[config.mk]
export PLATFORM = sky130hd
export DESIGN_NAME = sdram_arbiter
export DESIGN_NICKNAME = d
export VERILOG_FILES = /design/src/rtl/sdram_arbiter.sv
export SDC_FILE = /design/constraint.sdc
export NUM_CORES = 1
export LEC_CHECK = 0
export BUFFER_PORTS_ARGS = -buffer_cell sky130_fd_sc_hd__buf_2
export CAP_MARGIN = 10
export CORE_AREA = 2 2 214 216
export CTS_CLUSTER_DIAMETER = 60
export DETAILED_ROUTE_END_ITERATION = 7
export DIE_AREA = 0 0 216 218
export SKIP_LAST_GASP = 1
export SYNTH_ARGS = -nofsm -noshare
export SYNTH_HDL_FRONTEND = slang
export SYNTH_SLANG_ARGS = --single-unit
[constraint.sdc]
create_clock -name clock -period 7.6 [get_ports clock]
set_input_delay 0.38 -clock clock [delete_from_list [all_inputs] [get_ports clock]]
set_output_delay 0.38 -clock clock [all_outputs]
set_load 0.05 [all_outputs]
[src/rtl/sdram_arbiter.sv]
// Two-port arbiter onto one single-beat Avalon-MM SDRAM master, with an owner-tag FIFO
// routing in-order read responses back and a starvation guard for the low-priority port.
module sdram_arbiter #(
  parameter int unsigned MAX_PENDING  = 8,
  parameter int unsigned STARVE_LIMIT = 16
) (
  input  logic        clock,
  input  logic        reset_n,
  input  logic [28:0] s0_address_i,
  input  logic        s0_read_i,
  input  logic        s0_write_i,
  input  logic [63:0] s0_writedata_i,
  input  logic [7:0]  s0_byteenable_i,
  output logic        s0_waitrequest_o,
  output logic [63:0] s0_readdata_o,
  output logic        s0_readdatavalid_o,
  input  logic [28:0] s1_address_i,
  input  logic        s1_read_i,
  input  logic        s1_write_i,
  input  logic [63:0] s1_writedata_i,
  input  logic [7:0]  s1_byteenable_i,
  output logic        s1_waitrequest_o,
  output logic [63:0] s1_readdata_o,
  output logic        s1_readdatavalid_o,
  output logic [28:0] m_address_o,
  output logic        m_read_o,
  output logic        m_write_o,
  output logic [63:0] m_writedata_o,
  output logic [7:0]  m_byteenable_o,
  output logic [7:0]  m_burstcount_o,
  input  logic        m_waitrequest_i,
  input  logic [63:0] m_readdata_i,
  input  logic        m_readdatavalid_i,
  output logic        tag_underflow_o,
  output logic [31:0] debug_value_o
);

  localparam int unsigned PtrW = (MAX_PENDING > 1) ? $clog2(MAX_PENDING) : 1;
  localparam int unsigned CntW = $clog2(MAX_PENDING) + 1;

  typedef enum logic [1:0] {
    StIdle   = 2'd0,
    StGrant0 = 2'd1,
    StGrant1 = 2'd2
  } state_e;

  state_e                 state_q;
  logic [CntW-1:0]        pending_q;
  logic [PtrW-1:0]        rd_ptr_q, wr_ptr_q;
  logic [MAX_PENDING-1:0] owner_q;
  logic [7:0]             starve_q;
  logic                   underflow_q;
  logic [28:0]            addr_q;
  logic [63:0]            wdata_q;
  logic [7:0]             be_q;

  logic has_room, elig0, elig1, starved, accept, push, pop, head;

  assign has_room = pending_q < CntW'(MAX_PENDING);
  assign elig0    = s0_write_i | (s0_read_i & has_room);
  assign elig1    = s1_write_i | (s1_read_i & has_room);
  assign starved  = {24'b0, starve_q} >= STARVE_LIMIT;

  // Command bus mirrors the granted port; outside a grant it holds the last values.
  always_comb begin
    m_read_o       = 1'b0;
    m_write_o      = 1'b0;
    m_address_o    = addr_q;
    m_writedata_o  = wdata_q;
    m_byteenable_o = be_q;
    case (state_q)
      StGrant0: begin
        m_write_o      = s0_write_i;
        m_read_o       = s0_read_i & ~s0_write_i;
        m_address_o    = s0_address_i;
        m_writedata_o  = s0_writedata_i;
        m_byteenable_o = s0_byteenable_i;
      end
      StGrant1: begin
        m_write_o      = s1_write_i;
        m_read_o       = s1_read_i & ~s1_write_i;
        m_address_o    = s1_address_i;
        m_writedata_o  = s1_writedata_i;
        m_byteenable_o = s1_byteenable_i;
      end
      default: ;
    endcase
  end

  assign accept           = (m_read_o | m_write_o) & ~m_waitrequest_i;
  assign s0_waitrequest_o = ~((state_q == StGrant0) & accept);
  assign s1_waitrequest_o = ~((state_q == StGrant1) & accept);
  assign push             = accept & m_read_o;
  assign pop              = m_readdatavalid_i & (pending_q != '0);
  assign head             = owner_q[rd_ptr_q];

  assign s0_readdata_o      = m_readdata_i;
  assign s1_readdata_o      = m_readdata_i;
  assign s0_readdatavalid_o = pop & ~head;
  assign s1_readdatavalid_o = pop & head;
  assign m_burstcount_o     = 8'h01;
  assign tag_underflow_o    = underflow_q;
  assign debug_value_o      = {8'(pending_q), starve_q, 6'b0, underflow_q, 1'b0, 4'b0, 2'b0,
                               state_q};

  always_ff @(posedge clock or negedge reset_n) begin
    if (!reset_n) begin
      state_q     <= StIdle;
      pending_q   <= '0;
      rd_ptr_q    <= '0;
      wr_ptr_q    <= '0;
      owner_q     <= '0;
      starve_q    <= 8'd0;
      underflow_q <= 1'b0;
      addr_q      <= '0;
      wdata_q     <= '0;
      be_q        <= '0;
    end else begin
      addr_q  <= m_address_o;
      wdata_q <= m_writedata_o;
      be_q    <= m_byteenable_o;

      case (state_q)
        StIdle: begin
          if (elig0 && elig1) begin
            if (starved) begin
              state_q <= StGrant1;
            end else begin
              state_q <= StGrant0;
              if (starve_q != 8'hFF) starve_q <= starve_q + 8'd1;
            end
          end else if (elig0) begin
            state_q <= StGrant0;
          end else if (elig1) begin
            state_q <= StGrant1;
          end
        end
        StGrant0: begin
          // A dropped request abandons the grant without issuing anything.
          if (!(s0_read_i || s0_write_i) || accept) state_q <= StIdle;
        end
        StGrant1: begin
          if (!(s1_read_i || s1_write_i)) begin
            state_q <= StIdle;
          end else if (accept) begin
            state_q  <= StIdle;
            starve_q <= 8'd0;
          end
        end
        default: state_q <= StIdle;
      endcase

      if (push) begin
        owner_q[wr_ptr_q] <= (state_q == StGrant1);
        wr_ptr_q          <= wr_ptr_q + 1'b1;
      end
      if (pop) rd_ptr_q <= rd_ptr_q + 1'b1;
      if (push && !pop)      pending_q <= pending_q + 1'b1;
      else if (pop && !push) pending_q <= pending_q - 1'b1;

      if (m_readdatavalid_i && (pending_q == '0)) underflow_q <= 1'b1;
    end
  end

endmodule

-- Yosys cells after proc, flatten, opt, wreduce, memory -nomap -nowiden
Cells that the tools add are included.
- output and inout port bits: 276
- input port bits: 274
- word-level logic and storage cells: 95
- register bits after elaboration: 130
- add/subtract/negate cells: 5
- $lt $le $gt $ge: 5
- bitwise gates (word level): 20
- mux-type cells: 26
- reductions and logical operators: 18
- eq/ne operators: 11
- operators by type and width (operator ; count):
    $pmux W64 S2 ; 1
    $pmux W29 S2 ; 1
    $mux W8 ; 5
    $pmux W8 S2 ; 2
    $mux W2 ; 7
    $and A1 B1 Y1 ; 11
    $add A8 B1 Y8 const B ; 1
    $bwmux W8 ; 1
    $ge A8 B5 Y1 const B ; 1
    $lt A3 B4 Y1 const B ; 2
    $mux W4 ; 2
    $ne A2 B2 Y1 const B ; 4
    $ne A8 B8 Y1 const B ; 1
    $add A3 B1 Y3 const B ; 2
    $not A1 Y1 ; 6
    $pmux W2 S3 ; 1
    $reduce_and A6 Y1 ; 1
    $logic_and A1 B1 Y1 ; 5
    $add A4 B1 Y4 const B ; 1
    $logic_not A4 Y1 ; 1
    $lt A4 B4 Y1 const B ; 1
    $ne A2 B1 Y1 const B ; 2
    $ne A4 B4 Y1 const B ; 1
    $pmux W1 S2 ; 2
    other kinds (15) ; 23

-- Depth between registers and ports, before layout
Gate-level depths: netlist of run 1.
- depth in word-level cells: 10
- gate-level depth with buffers: 13
- gate-level depth less buffers: 12

-- Worst setup path after synthesis of run 1
OpenSTA, ideal clock, no wires.
- kind: reg-to-output
- from: reg state_q[0]
- to: out m_address_o[0]
- arrival: 2618 ps
- buffers on the path: 3
- required time: 7220 ps
- setup slack: 4602 ps
- stages on the path, launching flop included: 8
- path through: dfrtp_1 > inv_1 > ha_1 > buf_2 > clkbuf_1 > clkbuf_1 > nor2_1 > a21oi_1
- cells in the longest elaborated chain, start to end: 2
- elaborated cells between the ends (all ways): 3
- those cells by class: 2 x eq/ne; 1 x mux
- ends and longest elaborated chain (what ; RTL line ; source):
    start: declaration ; 47 ; state_e state_q;
    start signal: assignment ; 108 ; state_q <= StIdle;
    start signal: assignment ; 127 ; state_q <= StGrant1;
    start signal: assignment ; 129 ; state_q <= StGrant0;
    $eq A2 B2 Y1 / $eq A2 B1 Y1 (equally long branches) ; 71 ; case (state_q)
    $pmux W29 S2 (*) ; 71 ;
    end: declaration ; 25 ; output logic [28:0] m_address_o,
Every way passes the cells marked *; elsewhere a longest branch is shown, timed or not.

-- Worst setup path after layout of run 1
- from: reg state_q[0]
- to: out m_writedata_o[18]
- cells in the longest elaborated chain, start to end: 2
- elaborated cells between the ends (all ways): 3
- those cells by class: 2 x eq/ne; 1 x mux
- ends and longest elaborated chain (what ; RTL line ; source):
    $eq A2 B2 Y1 / $eq A2 B1 Y1 (equally long branches) ; 71 ;
    $pmux W64 S2 (*) ; 71 ;
    end: declaration ; 28 ; output logic [63:0] m_writedata_o,
Marked as above.

==> key figures, run 1 <==
Outcome
  – Status: complete, no violations

Timing
  – Hold Vio Cnt, Final: 0
  – Slew headroom: 36.1%
  – Pins Over Slew Limit: 0
  – Crit path time final: 4.10 ns
  – Tcrit/Tclk final: 53.9%
  – Final setup fails: 0
  – Worst Clk Skew: 0.00711 ns
  – Least-Margin Pin Slew: 0.958 ns
  – Max Fclk: 244 MHz
  – RSZ-0062 raised after global routing: no
  – Final worst setup slack: 3.50 ns
  – Fin Setup TNS: 0 ns

Place
  – Final Wtd Congestion: 0.787
  – Post-Place Setup Slack: 3.88 ns
  – Area after DPL: 0.00837 sq mm
  – Post-DP HPWL: 16.6 mm
  – Port Buf Inserts: 332

GRT
  – All-Layer GR Usage: 9.42%
  – First-pass GRT wire length: 32.8 mm
  – Vias in the first global route: 5673
  – Global route total overflow: 0
  – Largest net degree at the start of global routing: 100
  – Initial antenna violation count: 0

Final layout
  – Core Util, Final: 20.0%
  – Layout cells sized above 1: 41.3%
  – Antenna diodes: 0
  – Synthesis-to-finish area growth: 25.7%
  – Finished Cell Area: 0.00898 sq mm
  – Nets: 1218

Setup path
  – CP max FO: 99
  – Crit path launch type: flop
  – WP data arrival: 3.72 ns
  – Critical Path Start: state_q[0]
  – Crit. End Element: primary output
  – Crit path kind: flop to primary output
  – WP data required: 7.22 ns
  – R2R Path Start: state_q[0]
  – FF-to-FF setup slack: 4.55 ns

Clock tree
  – Clock transition at path regs: 0.06 ns
  – Root buf cell: clkbuf_16
  – Post-CTS setup buffers: 0
  – Max Root-Sink Buffers: 2
  – Clock Latency Late Sink: 0.46 ns
  – H-tree depth: 4
  – TritonCTS clock tree: yes
  – Total CTS buffers: 17
  – Clk sink count: 130
  – Post-CTS resize count: 0

Detailed routing
  – Remaining DRCs: 0
  – DRT antenna net count: 0
  – Routed len/inst: 14.5 microns
  – Final WL: 22.4 mm
  – DR iter-0 viols: 254
  – DR pass1 iterations: 4
  – Via count: 5986
  – Vias/cell: 3.87

Floorplanning
  – Chip height: 218 microns
  – Core area: 0.0449 sq mm
  – Die X: 216 microns
  – Initial Util: 15.9%
  – Die area: 0.0471 sq mm
  – I/O pins: 550
  – Rows: 78

Logic synthesis
  – Post-synth EDFFs: 0
  – Synthesized instance count: 758
  – Sequential area share after synthesis: 45.5%
  – FFs w/ async S/R, synth: 100%
  – Synth unique cells: 44
  – Top FF cell, synth: dfrtp_1
  – Netlist Area Pre-Place: 0.00714 sq mm
  – Synth Register Bits: 130
  – YS warnings: 0
  – Avg Synthesized Cell Area: 9.42 sq um

Hold path
  – Hold Startpoint: m_readdatavalid_i
  – HP Class: primary input to flop

Job
  – Max-cap violations: 0
## cell families after synthesis
logic type,Yosys count,synth area share (%)
AND/OR/NAND/NOR,148,8.99
other,2,0.105
multiplexers,15,2.64
adder cells (fa/ha/maj),11,2.03
flip-flops,130,45.5
buffers and inverters,218,19.6
AO/OA/AOI/OAI,226,20.1
XOR/XNOR,8,0.981
## synthesized netlist by cell type, drive strengths merged (3+ instances only)
master / count / area share (%)
a21oi: 106 / 7.5
a22oi: 101 / 11
buf: 160 / 17
clkbuf: 45 / 2.4
dfrtp: 130 / 46
ha: 10 / 1.8
inv: 13 / 0.68
mux2: 11 / 1.7
nand2: 10 / 0.53
nand3: 6 / 0.42
nor2: 109 / 5.7
nor2b: 6 / 0.53
o211ai: 3 / 0.46
o21ai: 7 / 0.49
xnor2: 6 / 0.74
## area by class of cell
cell class,instances,area (sq um)
tap,600,751
inverter,13,48.8
timing repair buffer,338,1720
sequential,130,3250
clock inverter,14,161
fill,5025,35900
clock buffer,18,439
multi-input combinational,433,2610
## path summary, 6_finish.rpt
path                                     endpoint  depth (start not counted)
worst max-delay path            m_writedata_o[18]                          7
worst min register to register    tag_underflow_o                          1
worst max register to register        wdata_q[35]                          6
worst min-delay path              tag_underflow_o                          2
max in group asynchronous                 be_q[6]                          3
min in group asynchronous             wdata_q[60]                          2
## metrics by stage
step                hold slack, ns  cells
finish                       0.130   1546
global route                 0.111   1546
CTS                         0.0627   1546
detailed placement           0.436   1513
global placement             0.430   1513
floorplan                   0.0844    781
## what timing repair did
item / 4_1_cts / 5_1_grt
hold buffers: 1 / 0
hold endpoints to repair: 67 / 0
setup endpoints to repair: 0 / 0
## critical path: stages (launching register included)
cell and delay [ns]:
dfrtp_1 0.40, inv_1 0.14, ha_4 0.45, buf_4 0.68
buf_4 0.81, nor2_1 0.11, a21oi_1 0.20, buf_2 0.31
## flip-flops by register name, summed over array words and instances (netlist names)
signal and flops:
addr_q 29, wr_ptr_q 3, state_q 2, be_q 8
rd_ptr_q 3, wdata_q 64, starve_q 8, tag_underflow_o 1
owner_q 8, pending_q 4
## per-layer routing
layer	vias to the layer above	wire length (microns)	track usage [%]	share of wire [%]
met5	-	0	0.208	0
met3	94	2200	4.18	9.8
met1	2746	8590	10.3	38
li1	2812	-	-	-
met4	0	1290	7.44	5.8
met2	334	10300	14.3	46
## layout by cell type (no fill, tap or decap), drive strengths merged, types with 6 or more instances in the layout
cell    count
buf       337
nand2      10
clkbuf     18
nor2b       6
ha         10
xnor2       6
inv        15
clkinv      7
conb       25
mux2       11
o21ai       7
nor2      109
a22oi     101
a21oi     106
nand3       6
dfrtp     130
Power of run 1 is left out: the tool's default activity adds up to more than one toggle a clock period on the data nets, which glitch-free logic cannot reach.
==> run 2: changes to the inputs <==
- CORE_AREA: 2 2 214 216 -> 2 2 215 217
- DIE_AREA: 0 0 216 218 -> 0 0 217 219
- clock period: 7.6 -> 3.85 ns (I/O delays scaled with it)
==> key figures, run 2 (synthesis results as in run 1) <==
Place
  – Port Buf Inserts: 332 (unchanged)
  – Post-DP HPWL: 16.6 mm (-0.18%)
  – Area after DPL: 0.00841 sq mm (+0.51%)
  – Final Wtd Congestion: 0.861 (+9.4%)

Floorplanning
  – Rows: 78 (unchanged)
  – Chip height: 219 microns (+0.46%)
  – I/O pins: 550 (unchanged)
  – Die area: 0.0475 sq mm (+0.92%)
  – Die X: 217 microns (+0.46%)
  – Core area: 0.0451 sq mm (+0.43%)
  – Initial Util: 15.8% (-0.069 points)

Setup path
  – Crit path launch type: flop
  – Crit path kind: flop to primary output
  – CP max FO: 47 (-53%)
  – WP data required: 3.66 ns (-3.56 ns)
  – Crit. End Element: primary output
  – WP data arrival: 3.00 ns (-0.72 ns)

Detailed routing
  – Routed len/inst: 14.7 microns (+1.5%)
  – DR iter-0 viols: 240 (-5.5%)
  – DRT antenna net count: 0 (unchanged)
  – DR pass1 iterations: 6 (+2)
  – Via count: 5882 (-1.7%)
  – Final WL: 22.7 mm (+1.5%)
  – Remaining DRCs: 0 (unchanged)
  – Vias/cell: 3.81 (-1.7%)

Clock tree
  – Clk sink count: 130 (unchanged)
  – Clock Latency Late Sink: 0.47 ns (about the same)
  – H-tree depth: 4 (unchanged)
  – TritonCTS clock tree: yes
  – Max Root-Sink Buffers: 2 (unchanged)
  – Total CTS buffers: 17 (unchanged)
  – Post-CTS setup buffers: 0 (unchanged)
  – Clock transition at path regs: 0.06 ns (about the same)
  – Root buf cell: clkbuf_16

Final layout
  – Fillers: 5001 (-0.48%)
  – Antenna diodes: 0 (unchanged)
  – Layout cells sized above 1: 41.2% (-0.17 points)
  – Largest register FFs: 64 (unchanged)
  – Nets: 1218 (unchanged)
  – Most frequent cells in the layout: buf_2, dfrtp_1, nor2_1
  – Largest registers: wdata_q x64, addr_q x29
  – Finished Cell Area: 0.00902 sq mm (+0.43%)
  – Synthesis-to-finish area growth: 26.3%
  – Commonest non-fill, non-tap cell in the layout: buf_2
  – Most flop-heavy register: wdata_q

GRT
  – Global route total overflow: 0 (unchanged)
  – Vias in the first global route: 5851 (+3.1%)
  – Met1 Resource Use GR: 9.70% (-0.58 points)
  – Largest net degree at the start of global routing: 160 (+60%)
  – All-Layer GR Usage: 9.63% (+0.21 points)
  – Met2 Use GR: 15.3% (+1.0 points)
  – Met3 Use GR: 4.60% (+0.42 points)
  – First-pass GRT wire length: 33.5 mm (+2.0%)
  – Busiest grt layer: met2
  – Initial antenna violation count: 0 (unchanged)

Timing
  – Pins Over Slew Limit: 0 (unchanged)
  – Slew headroom: 49.7% (+14 points)
  – Tcrit/Tclk final: 82.9%
  – Final hold slack: 0.0711 ns (-0.0593 ns)
  – Final setup fails: 0 (unchanged)
  – Fin Setup TNS: 0 ns (unchanged)
  – Hold Vio Cnt, Final: 0 (unchanged)
  – RSZ-0062 raised after global routing: no
  – Worst Clk Skew: 0.0155 ns (+0.00839 ns)
  – Crit path time final: 3.19 ns
  – Least-Margin Pin Slew: 0.755 ns (-0.203 ns)
  – Max Fclk: 313 MHz

Hold path
  – HP Class: primary input to flop

Outcome
  – Status: complete, no violations

Job
  – Max-cap violations: 0 (unchanged)
-- run 2: cell count changes in the layout (fill, tap and decap cells not counted) --
cell,delta
buf_12,+4
buf_4,-5
bufinv_16,-1
clkbuf_8,+1
clkinv_2,-4
clkinv_4,+1
clkinvlp_4,+3
dlygate4sd3_1,+1
inv_6,-1
-- run 2: area by class of cell --
type	instances	area, sq um	area share [%]
sequential	130	3250	36.1
multi-input combinational	433	2610	29.0
timing repair buffer	338	1770	19.6
tap	600	751	8.32
clock buffer	19	453	5.02
clock inverter	12	134	1.48
inverter	13	48.8	0.541
-- run 2: repair_timing --
item	CTS	global route
hold buffers	2	0
gates resized for setup	0	0
endpoints found under the hold margin	63	0
-- run 2: worst paths after layout --
kind                       slack (ns)             start  depth (start not counted)                to
setup reg to reg                 0.75        state_q[0]                         12      pending_q[3]
setup / recovery                 0.66        state_q[0]                          7  s1_waitrequest_o
min in group asynchronous        0.30           reset_n                          2         addr_q[3]
hold reg to reg                  0.49       rd_ptr_q[2]                          1       rd_ptr_q[2]
max in group asynchronous        2.73           reset_n                          3           be_q[6]
hold / removal                   0.07  s0_address_i[12]                          3        addr_q[12]
-- run 2: metrics by stage --
stage	util (%)	std cells	worst slack, ns
floorplan	-	781	0.981
global placement	18.7	1512	0.728
detailed placement	18.7	1512	0.690
CTS	20.0	1545	0.536
global route	20.0	1545	0.380
finish	20.0	1545	0.659
-- run 2: critical path, cell delays in order, from the launching register on --
cell      delay, ns
dfrtp_1        0.41
inv_1          0.15
ha_4           0.64
nand4b_1       0.21
and2_1         0.23
a21oi_1        0.33
nand2_1        0.25
buf_2          0.29
-- run 2: routing by layer --
layer  up-vias  part of all wire, %
li1       2815                    -
met4         0                  5.9
met2       312                   47
met5         -                    0
met3       108                   11
met1      2647                   36
Power of run 2 is left out for the same reason.
